### src/rtl/klavye_kodlayici_if.sv
// -----------------------------------------------------------------------------
// klavye_kodlayici_if
//
// Bundles the character handshake, the lock-state feedback and the scan-code
// buses of the ASCII-to-scan-code transmitter.
//
//   master : character source / keyboard-controller side (drives the ASCII
//            handshake and the lock states, observes the scan-code buses)
//   slave  : klavye_kodlayici itself
//
// Signals
//   ascii_aktif    ascii_giris valid
//   ascii_giris    ASCII character (8 bits)
//   hazir          ready; transfer when ascii_aktif && hazir at a clock edge
//   caps_lock      caps lock state fed back from the controller
//   num_lock       num lock state fed back from the controller
//   buton_aktif    button code valid
//   buton_giris    button scan code (8 bits)
//   kontrol_aktif  control code valid
//   kontrol_giris  control scan code (0x12 = left shift)
//   hata           one-cycle pulse: unsupported character was dropped
// -----------------------------------------------------------------------------
interface klavye_kodlayici_if;
   logic       ascii_aktif;
   logic [7:0] ascii_giris;
   logic       hazir;
   logic       caps_lock;
   logic       num_lock;
   logic       buton_aktif;
   logic [7:0] buton_giris;
   logic       kontrol_aktif;
   logic [7:0] kontrol_giris;
   logic       hata;

   modport master (
      output ascii_aktif, ascii_giris, caps_lock, num_lock,
      input  hazir, buton_aktif, buton_giris, kontrol_aktif, kontrol_giris, hata
   );

   modport slave (
      input  ascii_aktif, ascii_giris, caps_lock, num_lock,
      output hazir, buton_aktif, buton_giris, kontrol_aktif, kontrol_giris, hata
   );
endinterface

### src/rtl/klavye_kodlayici.sv
// -----------------------------------------------------------------------------
// klavye_kodlayici
//
// ASCII-to-scan-code transmitter. Accepts one ASCII character per valid/ready
// handshake and replays it as a PS/2 set-2 key press on the button bus, with
// left shift (0x12) on the control bus whenever the character's case and the
// caps_lock state call for it. Each press holds the codes for BASMA_SURE
// cycles, followed by BOSLUK_SURE idle cycles.
//
// Parameters
//   BASMA_SURE   cycles the codes are held active per press (1..255)
//   BOSLUK_SURE  idle cycles after each press (0..255)
//
// Ports
//   clk    system clock, rising edge
//   rst_n  synchronous reset, active-low
//   bus    klavye_kodlayici_if.slave: ASCII handshake (ascii_aktif,
//          ascii_giris, hazir), lock feedback (caps_lock, num_lock),
//          scan-code outputs (buton_*, kontrol_*) and the hata pulse
//
// Optional feature
//   KLAVYE_NUMPAD_EN  when defined, digits accepted with num_lock=1 are sent
//                     as keypad codes; otherwise digits always use the main
//                     row and num_lock is not used.
// -----------------------------------------------------------------------------
module klavye_kodlayici #(
   parameter int unsigned BASMA_SURE  = 1,
   parameter int unsigned BOSLUK_SURE = 1
) (
   input  logic                  clk,
   input  logic                  rst_n,
   klavye_kodlayici_if.slave     bus
);

   localparam logic [7:0] SHIFT_KODU = 8'h12;
   localparam logic [7:0] BASMA_SON  = 8'(BASMA_SURE - 1);
   // Only meaningful when BOSLUK_SURE > 0; BIRAK is never entered otherwise.
   localparam logic [7:0] BOSLUK_SON = 8'(BOSLUK_SURE - 1);

   typedef enum logic [1:0] {
      BOS   = 2'd0,
      BAS   = 2'd1,
      BIRAK = 2'd2
   } durum_t;

   durum_t     durum, durum_d;
   logic [7:0] sayac, sayac_d;
   logic       hata_p1, hata_d;
   logic       kaydet;

   // Lookup result for the character currently on ascii_giris
   logic       gecerli;
   logic       kaydir;
   logic [7:0] kod;

   // Registered press contents
   logic [7:0] kod_p1;
   logic       kaydir_p1;

   // ---------------------------------------------------------------------------
   // Scan-code tables
   // ---------------------------------------------------------------------------
   function automatic logic [7:0] harf_kodu(input logic [4:0] i);
      logic [7:0] k;
      case (i)
         5'd0:    k = 8'h1C;   // A
         5'd1:    k = 8'h32;   // B
         5'd2:    k = 8'h21;   // C
         5'd3:    k = 8'h23;   // D
         5'd4:    k = 8'h24;   // E
         5'd5:    k = 8'h2B;   // F
         5'd6:    k = 8'h34;   // G
         5'd7:    k = 8'h33;   // H
         5'd8:    k = 8'h43;   // I
         5'd9:    k = 8'h3B;   // J
         5'd10:   k = 8'h42;   // K
         5'd11:   k = 8'h4B;   // L
         5'd12:   k = 8'h3A;   // M
         5'd13:   k = 8'h31;   // N
         5'd14:   k = 8'h44;   // O
         5'd15:   k = 8'h4D;   // P
         5'd16:   k = 8'h15;   // Q
         5'd17:   k = 8'h2D;   // R
         5'd18:   k = 8'h1B;   // S
         5'd19:   k = 8'h2C;   // T
         5'd20:   k = 8'h3C;   // U
         5'd21:   k = 8'h2A;   // V
         5'd22:   k = 8'h1D;   // W
         5'd23:   k = 8'h22;   // X
         5'd24:   k = 8'h35;   // Y
         5'd25:   k = 8'h1A;   // Z
         default: k = 8'h00;
      endcase
      return k;
   endfunction

   function automatic logic [7:0] rakam_kodu(input logic [3:0] i);
      logic [7:0] k;
      case (i)
         4'd0:    k = 8'h45;
         4'd1:    k = 8'h16;
         4'd2:    k = 8'h1E;
         4'd3:    k = 8'h26;
         4'd4:    k = 8'h25;
         4'd5:    k = 8'h2E;
         4'd6:    k = 8'h36;
         4'd7:    k = 8'h3D;
         4'd8:    k = 8'h3E;
         4'd9:    k = 8'h46;
         default: k = 8'h00;
      endcase
      return k;
   endfunction

`ifdef KLAVYE_NUMPAD_EN
   function automatic logic [7:0] tus_takimi_kodu(input logic [3:0] i);
      logic [7:0] k;
      case (i)
         4'd0:    k = 8'h70;
         4'd1:    k = 8'h69;
         4'd2:    k = 8'h72;
         4'd3:    k = 8'h7A;
         4'd4:    k = 8'h6B;
         4'd5:    k = 8'h73;
         4'd6:    k = 8'h74;
         4'd7:    k = 8'h6C;
         4'd8:    k = 8'h75;
         4'd9:    k = 8'h7D;
         default: k = 8'h00;
      endcase
      return k;
   endfunction
`endif

   // ---------------------------------------------------------------------------
   // Character lookup (combinational, consumed only at the handshake edge)
   // ---------------------------------------------------------------------------
   always_comb begin
      gecerli = 1'b0;
      kaydir  = 1'b0;
      kod     = 8'h00;
      if (bus.ascii_giris >= 8'h41 && bus.ascii_giris <= 8'h5A) begin
         // Uppercase needs shift unless caps lock already provides it.
         gecerli = 1'b1;
         kod     = harf_kodu(5'(bus.ascii_giris - 8'h41));
         kaydir  = ~bus.caps_lock;
      end else if (bus.ascii_giris >= 8'h61 && bus.ascii_giris <= 8'h7A) begin
         // Lowercase needs shift only to cancel an active caps lock.
         gecerli = 1'b1;
         kod     = harf_kodu(5'(bus.ascii_giris - 8'h61));
         kaydir  = bus.caps_lock;
      end else if (bus.ascii_giris >= 8'h30 && bus.ascii_giris <= 8'h39) begin
         gecerli = 1'b1;
`ifdef KLAVYE_NUMPAD_EN
         if (bus.num_lock)
            kod = tus_takimi_kodu(4'(bus.ascii_giris - 8'h30));
         else
            kod = rakam_kodu(4'(bus.ascii_giris - 8'h30));
`else
         kod = rakam_kodu(4'(bus.ascii_giris - 8'h30));
`endif
      end else begin
         case (bus.ascii_giris)
            8'h20: begin gecerli = 1'b1; kod = 8'h29; end   // space
            8'h0D: begin gecerli = 1'b1; kod = 8'h5A; end   // enter
            8'h09: begin gecerli = 1'b1; kod = 8'h0D; end   // tab
            8'h3B: begin gecerli = 1'b1; kod = 8'h4C; end   // ';'
            default: ;
         endcase
      end
   end

   // ---------------------------------------------------------------------------
   // FSM next state, counter and load strobe
   // ---------------------------------------------------------------------------
   always_comb begin
      durum_d = durum;
      sayac_d = sayac;
      kaydet  = 1'b0;
      hata_d  = 1'b0;
      case (durum)
         BOS: begin
            if (bus.ascii_aktif) begin
               if (gecerli) begin
                  kaydet  = 1'b1;
                  sayac_d = 8'h00;
                  durum_d = BAS;
               end else begin
                  hata_d = 1'b1;
               end
            end
         end
         BAS: begin
            if (sayac == BASMA_SON) begin
               sayac_d = 8'h00;
               if (BOSLUK_SURE == 0)
                  durum_d = BOS;
               else
                  durum_d = BIRAK;
            end else begin
               sayac_d = sayac + 8'h01;
            end
         end
         BIRAK: begin
            if (sayac == BOSLUK_SON) begin
               sayac_d = 8'h00;
               durum_d = BOS;
            end else begin
               sayac_d = sayac + 8'h01;
            end
         end
         default: begin
            sayac_d = 8'h00;
            durum_d = BOS;
         end
      endcase
   end

   // ---------------------------------------------------------------------------
   // Stage p1: control state
   // ---------------------------------------------------------------------------
   always_ff @(posedge clk) begin
      if (!rst_n) begin
         durum   <= BOS;
         sayac   <= 8'h00;
         hata_p1 <= 1'b0;
      end else begin
         durum   <= durum_d;
         sayac   <= sayac_d;
         hata_p1 <= hata_d;
      end
   end

   // Press contents need no reset: they only reach the outputs while in BAS.
   always_ff @(posedge clk) begin
      if (kaydet) begin
         kod_p1    <= kod;
         kaydir_p1 <= kaydir;
      end
   end

   // ---------------------------------------------------------------------------
   // Outputs decoded from the registered state
   // ---------------------------------------------------------------------------
   assign bus.hazir         = (durum == BOS);
   assign bus.buton_aktif   = (durum == BAS);
   assign bus.buton_giris   = (durum == BAS) ? kod_p1 : 8'h00;
   assign bus.kontrol_aktif = (durum == BAS) && kaydir_p1;
   assign bus.kontrol_giris = ((durum == BAS) && kaydir_p1) ? SHIFT_KODU : 8'h00;
   assign bus.hata          = hata_p1;

endmodule

### src/flat_wrapper.sv
// flat-port wrapper written by rule: the top's interface ports become plain ports
module klavye_kodlayici_flat 
#(
   parameter int unsigned BASMA_SURE  = 1,
   parameter int unsigned BOSLUK_SURE = 1
)
  (clk, rst_n, bus_ascii_aktif, bus_ascii_giris, bus_caps_lock, bus_num_lock, bus_hazir, bus_buton_aktif, bus_buton_giris, bus_kontrol_aktif, bus_kontrol_giris, bus_hata);
  klavye_kodlayici_if bus_i ();
  input  logic clk;
  input  logic rst_n;
  input wire logic [$bits(bus_i.ascii_aktif)-1:0] bus_ascii_aktif;
  input wire logic [$bits(bus_i.ascii_giris)-1:0] bus_ascii_giris;
  input wire logic [$bits(bus_i.caps_lock)-1:0] bus_caps_lock;
  input wire logic [$bits(bus_i.num_lock)-1:0] bus_num_lock;
  output wire logic [$bits(bus_i.hazir)-1:0] bus_hazir;
  output wire logic [$bits(bus_i.buton_aktif)-1:0] bus_buton_aktif;
  output wire logic [$bits(bus_i.buton_giris)-1:0] bus_buton_giris;
  output wire logic [$bits(bus_i.kontrol_aktif)-1:0] bus_kontrol_aktif;
  output wire logic [$bits(bus_i.kontrol_giris)-1:0] bus_kontrol_giris;
  output wire logic [$bits(bus_i.hata)-1:0] bus_hata;
  assign bus_i.ascii_aktif = bus_ascii_aktif;
  assign bus_i.ascii_giris = bus_ascii_giris;
  assign bus_i.caps_lock = bus_caps_lock;
  assign bus_i.num_lock = bus_num_lock;
  assign bus_hazir = bus_i.hazir;
  assign bus_buton_aktif = bus_i.buton_aktif;
  assign bus_buton_giris = bus_i.buton_giris;
  assign bus_kontrol_aktif = bus_i.kontrol_aktif;
  assign bus_kontrol_giris = bus_i.kontrol_giris;
  assign bus_hata = bus_i.hata;
  klavye_kodlayici #(.BASMA_SURE(BASMA_SURE), .BOSLUK_SURE(BOSLUK_SURE)) u_core (.clk(clk), .rst_n(rst_n), .bus(bus_i));
endmodule
### config.mk
export PLATFORM = sky130hd
export DESIGN_NAME = klavye_kodlayici_flat
export DESIGN_NICKNAME = d
export VERILOG_FILES = /design/src/rtl/klavye_kodlayici_if.sv /design/src/rtl/klavye_kodlayici.sv /design/src/flat_wrapper.sv
export SDC_FILE = /design/constraint.sdc
export NUM_CORES = 1
export LEC_CHECK = 0
export CAP_MARGIN = 0
export CORE_AREA = 2 2 91 93
export DETAILED_ROUTE_END_ITERATION = 12
export DIE_AREA = 0 0 93 95
export HOLD_SLACK_MARGIN = 0.12
export PLACE_DENSITY_LB_ADDON = 0.15
export SETUP_SLACK_MARGIN = 0.2
export SLEW_MARGIN = 15
export SYNTH_ARGS = -nofsm -noshare
export SYNTH_HDL_FRONTEND = slang
export SYNTH_SLANG_ARGS = --single-unit
### constraint.sdc
create_clock -name clk -period 2.8 [get_ports clk]
set_input_delay 0.42 -clock clk [delete_from_list [all_inputs] [get_ports clk]]
set_output_delay 0.42 -clock clk [all_outputs]
set_load 0.02 [all_outputs]
==> results.py <==
metrics = {
    "placement": {
        "hpwl_mm": 3.98,
        "routabilityCongestion": 0.791,
        "portBuffers": 24,
        "pre_cts_slack_ns": -0.169,
        "placed_area_um2": 2400,
    },
    "setup_path": {
        "crit_arrival_ns": 2.66,
        "max_stage_delay_ns": 0.51,
        "cp_max_fo": 5,
        "critPathBufInv": 4,
        "crit_path_start_kind": "input port",
        "critPathRequiredTime_ns": 2.96,
        "slowest_stage": "or4b_4",
        "crit_type": "in2reg",
        "r2r_setup_slack_ns": 1.17,
        "path_common_cell": "buf_4",
        "path_cells": "dlygate4sd2_1 > inv_1 > ha_4 > or4b_4 > o221a_4 > o31ai_4 > buf_4 > buf_4 > nor2_1 > o221a_2",
        "cp_top_family": "compound AO/OA/AOI/OAI gates",
        "cp-end-kind": "flop",
    },
    "global_routing": {
        "grt-ovfl-total": 0,
        "grt_pass1_vias": 1741,
        "grt_max_degree": 17,
        "grt_first_pass_wirelength_mm": 8.33,
        "track_usage_pct": 11.6,
        "antenna_found_initial": 0,
    },
    "power": {
        "power.density_nw_per_um2": 307,
        "p_leak_nw": 0.989,
        "peakVddDrop_mv": 0.142,
    },
    "layout": {
        "layout.nets": 315,
        "final_common_cell": "buf_4",
        "syn_to_final_growth_pct": 39.5,
        "num_antenna_cells": 0,
        "fin_area_um2": 2550,
        "layout_common_cells": "42 x buf_4, 22 x clkdlybuf4s50_1, 19 x nor2_1, 19 x nand2_1, 14 x ha_1",
        "fillers": 880,
        "drive_above_1_share_pct": 24.8,
    },
    "sta": {
        "slew_headroom_pct": 55.1,
        "final-hold-violation-count": 0,
        "final_max_slew_viol_count": 0,
        "finalSetupViolations": 0,
        "fin_crit_sh_pct": 89.3,
        "fmax_mhz": 400,
        "finalHoldWorstSlack_ns": 0.511,
        "grt_setup_unrepaired": "false",
        "worst_pin_slew_ns": 0.669,
        "fin_crit_ns": 2.50,
        "worst_slack_ns": 0.300,
        "skew_ns": 0.00868,
    },
    "die": {
        "initial_core_util_pct": 23.1,
        "rows": 33,
        "die_width_um": 93,
        "dieHeight_um": 95,
        "num_io_pins": 33,
        "die-area_um2": 8840,
        "core-area_um2": 7930,
    },
    "synth": {
        "synth_mux_area_share_pct": 2.80,
        "synthCells": 226,
        "seq_area_frac_synth_pct": 25.2,
        "synth-edff-count": 8,
        "yosysUniqueCellTypes": 54,
        "yosysWarnings": 0,
        "synthFlopType": "dfxtp_1",
        "synth-xor-area-share_pct": 4.31,
        "synth_simple_gate_area_share_pct": 24.9,
        "synth-compound-area-share_pct": 24.1,
        "avgSynthCellArea_um2": 8.10,
        "yosysTopAreaCell": "edfxtp_1",
        "ys_ff_latch": 19,
        "synth_top_cell_area_share_pct": 13.1,
        "synth_top_family_by_area": "simple AND/OR/NAND/NOR gates",
        "synth_adder_area_share_pct": 10.3,
        "synth_area_um2": 1830,
        "async_flop_share_pct": 0,
        "synth_area_leaders": "edfxtp_1 13%, dfxtp_1 12%, ha_1 10%",
    },
    "routing": {
        "wl_mm": 4.93,
        "vias_per_cell": 4.57,
        "first_iter_violations": 52,
        "first_pass_iters": 4,
        "route.vias.total": 1787,
        "drtAntennaViolNets": 0,
        "wl_per_cell_um": 12.6,
        "drcViolationCount": 0,
    },
    "clock_tree": {
        "clock-sinks": 19,
        "cts_buffers": 3,
        "ctsHtreeMaxLevel": 1,
        "holdBufCountCts": 0,
        "root_buffer": "clkbuf_8",
        "cts.path.max_buffers": 2,
        "clk_latency_ns": 0.26,
        "tritoncts": "done",
        "clk_pin_slew_ns": 0.08,
    },
    "flow_run": {
        "cap_violations": 0,
    },
    "worst_hold_path": {
        "hold_class": "reg2reg",
    },
    "run_status": {
        "status": "complete, no violations",
    },
}
[metal layers]
| layer | track usage [%] | share of wire [%] |
|---|---|---|
| met1 | 15.2 | 49 |
| met5 | 0 | 0 |
| met3 | 1.04 | 2.3 |
| met4 | 4.53 | 1.9 |
| met2 | 19.8 | 47 |
[report_power, final]
| part | switching (mW) | internal [mW] |
|---|---|---|
| sequential | 0.00354 | 0.298 |
| clock | 0.0901 | 0.0989 |
| combinational | 0.157 | 0.136 |
[state kept, by name (all words and copies together) (netlist names)]
| register | flops |
|---|---|
| u_core.kaydir_p1 | 1 |
| u_core.kod_p1 | 7 |
| u_core.bus.hata | 1 |
| u_core.sayac | 8 |
| u_core.durum | 2 |
[synthesized netlist by cell type, types with 3 or more instances]
master / n
or3b_2: 3
inv_1: 11
nand2b_1: 4
o211ai_1: 4
a211oi_1: 9
buf_4: 10
xnor2_1: 6
o22ai_1: 3
xor2_1: 3
ha_1: 15
nor2_1: 21
dfxtp_1: 11
nand3_1: 5
edfxtp_1: 8
clkbuf_1: 4
a21oi_1: 9
mux2i_1: 4
o21ai_1: 3
nor3_1: 10
and2_1: 10
a31oi_1: 3
o21ai_0: 14
nand2_1: 20
[path summary, 6_finish.rpt]
check | start | to | depth (start not counted)
worst max-delay path | bus_ascii_giris[0] | u_core.durum[0]$_SDFFE_PN0P_ | 10
worst min-delay path | u_core.sayac[1]$_SDFFE_PN0P_ | u_core.sayac[1]$_SDFFE_PN0P_ | 2
worst max register to register | u_core.sayac[0]$_SDFFE_PN0P_ | u_core.sayac[2]$_SDFFE_PN0P_ | 8
worst min register to register | u_core.sayac[1]$_SDFFE_PN0P_ | u_core.sayac[1]$_SDFFE_PN0P_ | 2
[what timing repair did]
action	4_1_cts	5_1_grt
resized for setup	6	13
endpoints found under the setup margin	18	20
pin swaps	1	3
buffers inserted	1	4
[kinds of logic (layout without fill, tap and decap cells)]
| family | after synthesis | count (layout) |
|---|---|---|
| xor+xnor | 9 | 9 |
| mux | 5 | 5 |
| compound gates | 62 | 62 |
| other cells | 1 | 7 |
| flops | 19 | 19 |
| fa+ha+maj | 15 | 15 |
| simple gates | 87 | 87 |
| buf+inv | 28 | 82 |
[area by class of cell]
| class | instances | area (um^2) | share of cell area [%] |
|---|---|---|---|
| Clock buffer | 3 | 41.3 | 1.62 |
| Tap cell | 105 | 131 | 5.14 |
| Timing Repair Buffer | 67 | 568 | 22.2 |
| Multi-Input combinational cell | 185 | 1310 | 51.2 |
| Sequential cell | 19 | 460 | 18.0 |
| Inverter | 11 | 41.3 | 1.62 |
| Clock inverter | 1 | 5.00 | 0.196 |
[tightest hold or removal path: stages, from the launching register on]
cell,delay [ns]
dfxtp_1,0.35
nand2_1,0.07
a21boi_1,0.05
[through the flow]
stage | total power, mW | util (%) | TNS [ns] | std cells
2_1_floorplan | 0.475 | - | 0 | 232
3_3_place_gp | 0.588 | 30.3 | -2.59 | 382
3_5_place_dp | 0.585 | 30.3 | -2.75 | 382
4_1_cts | 0.778 | 31.2 | 0 | 387
5_1_grt | 0.835 | 32.2 | 0 | 391
6_report | 0.784 | 32.2 | 0 | 391
(Power assumes the default switching activity.)
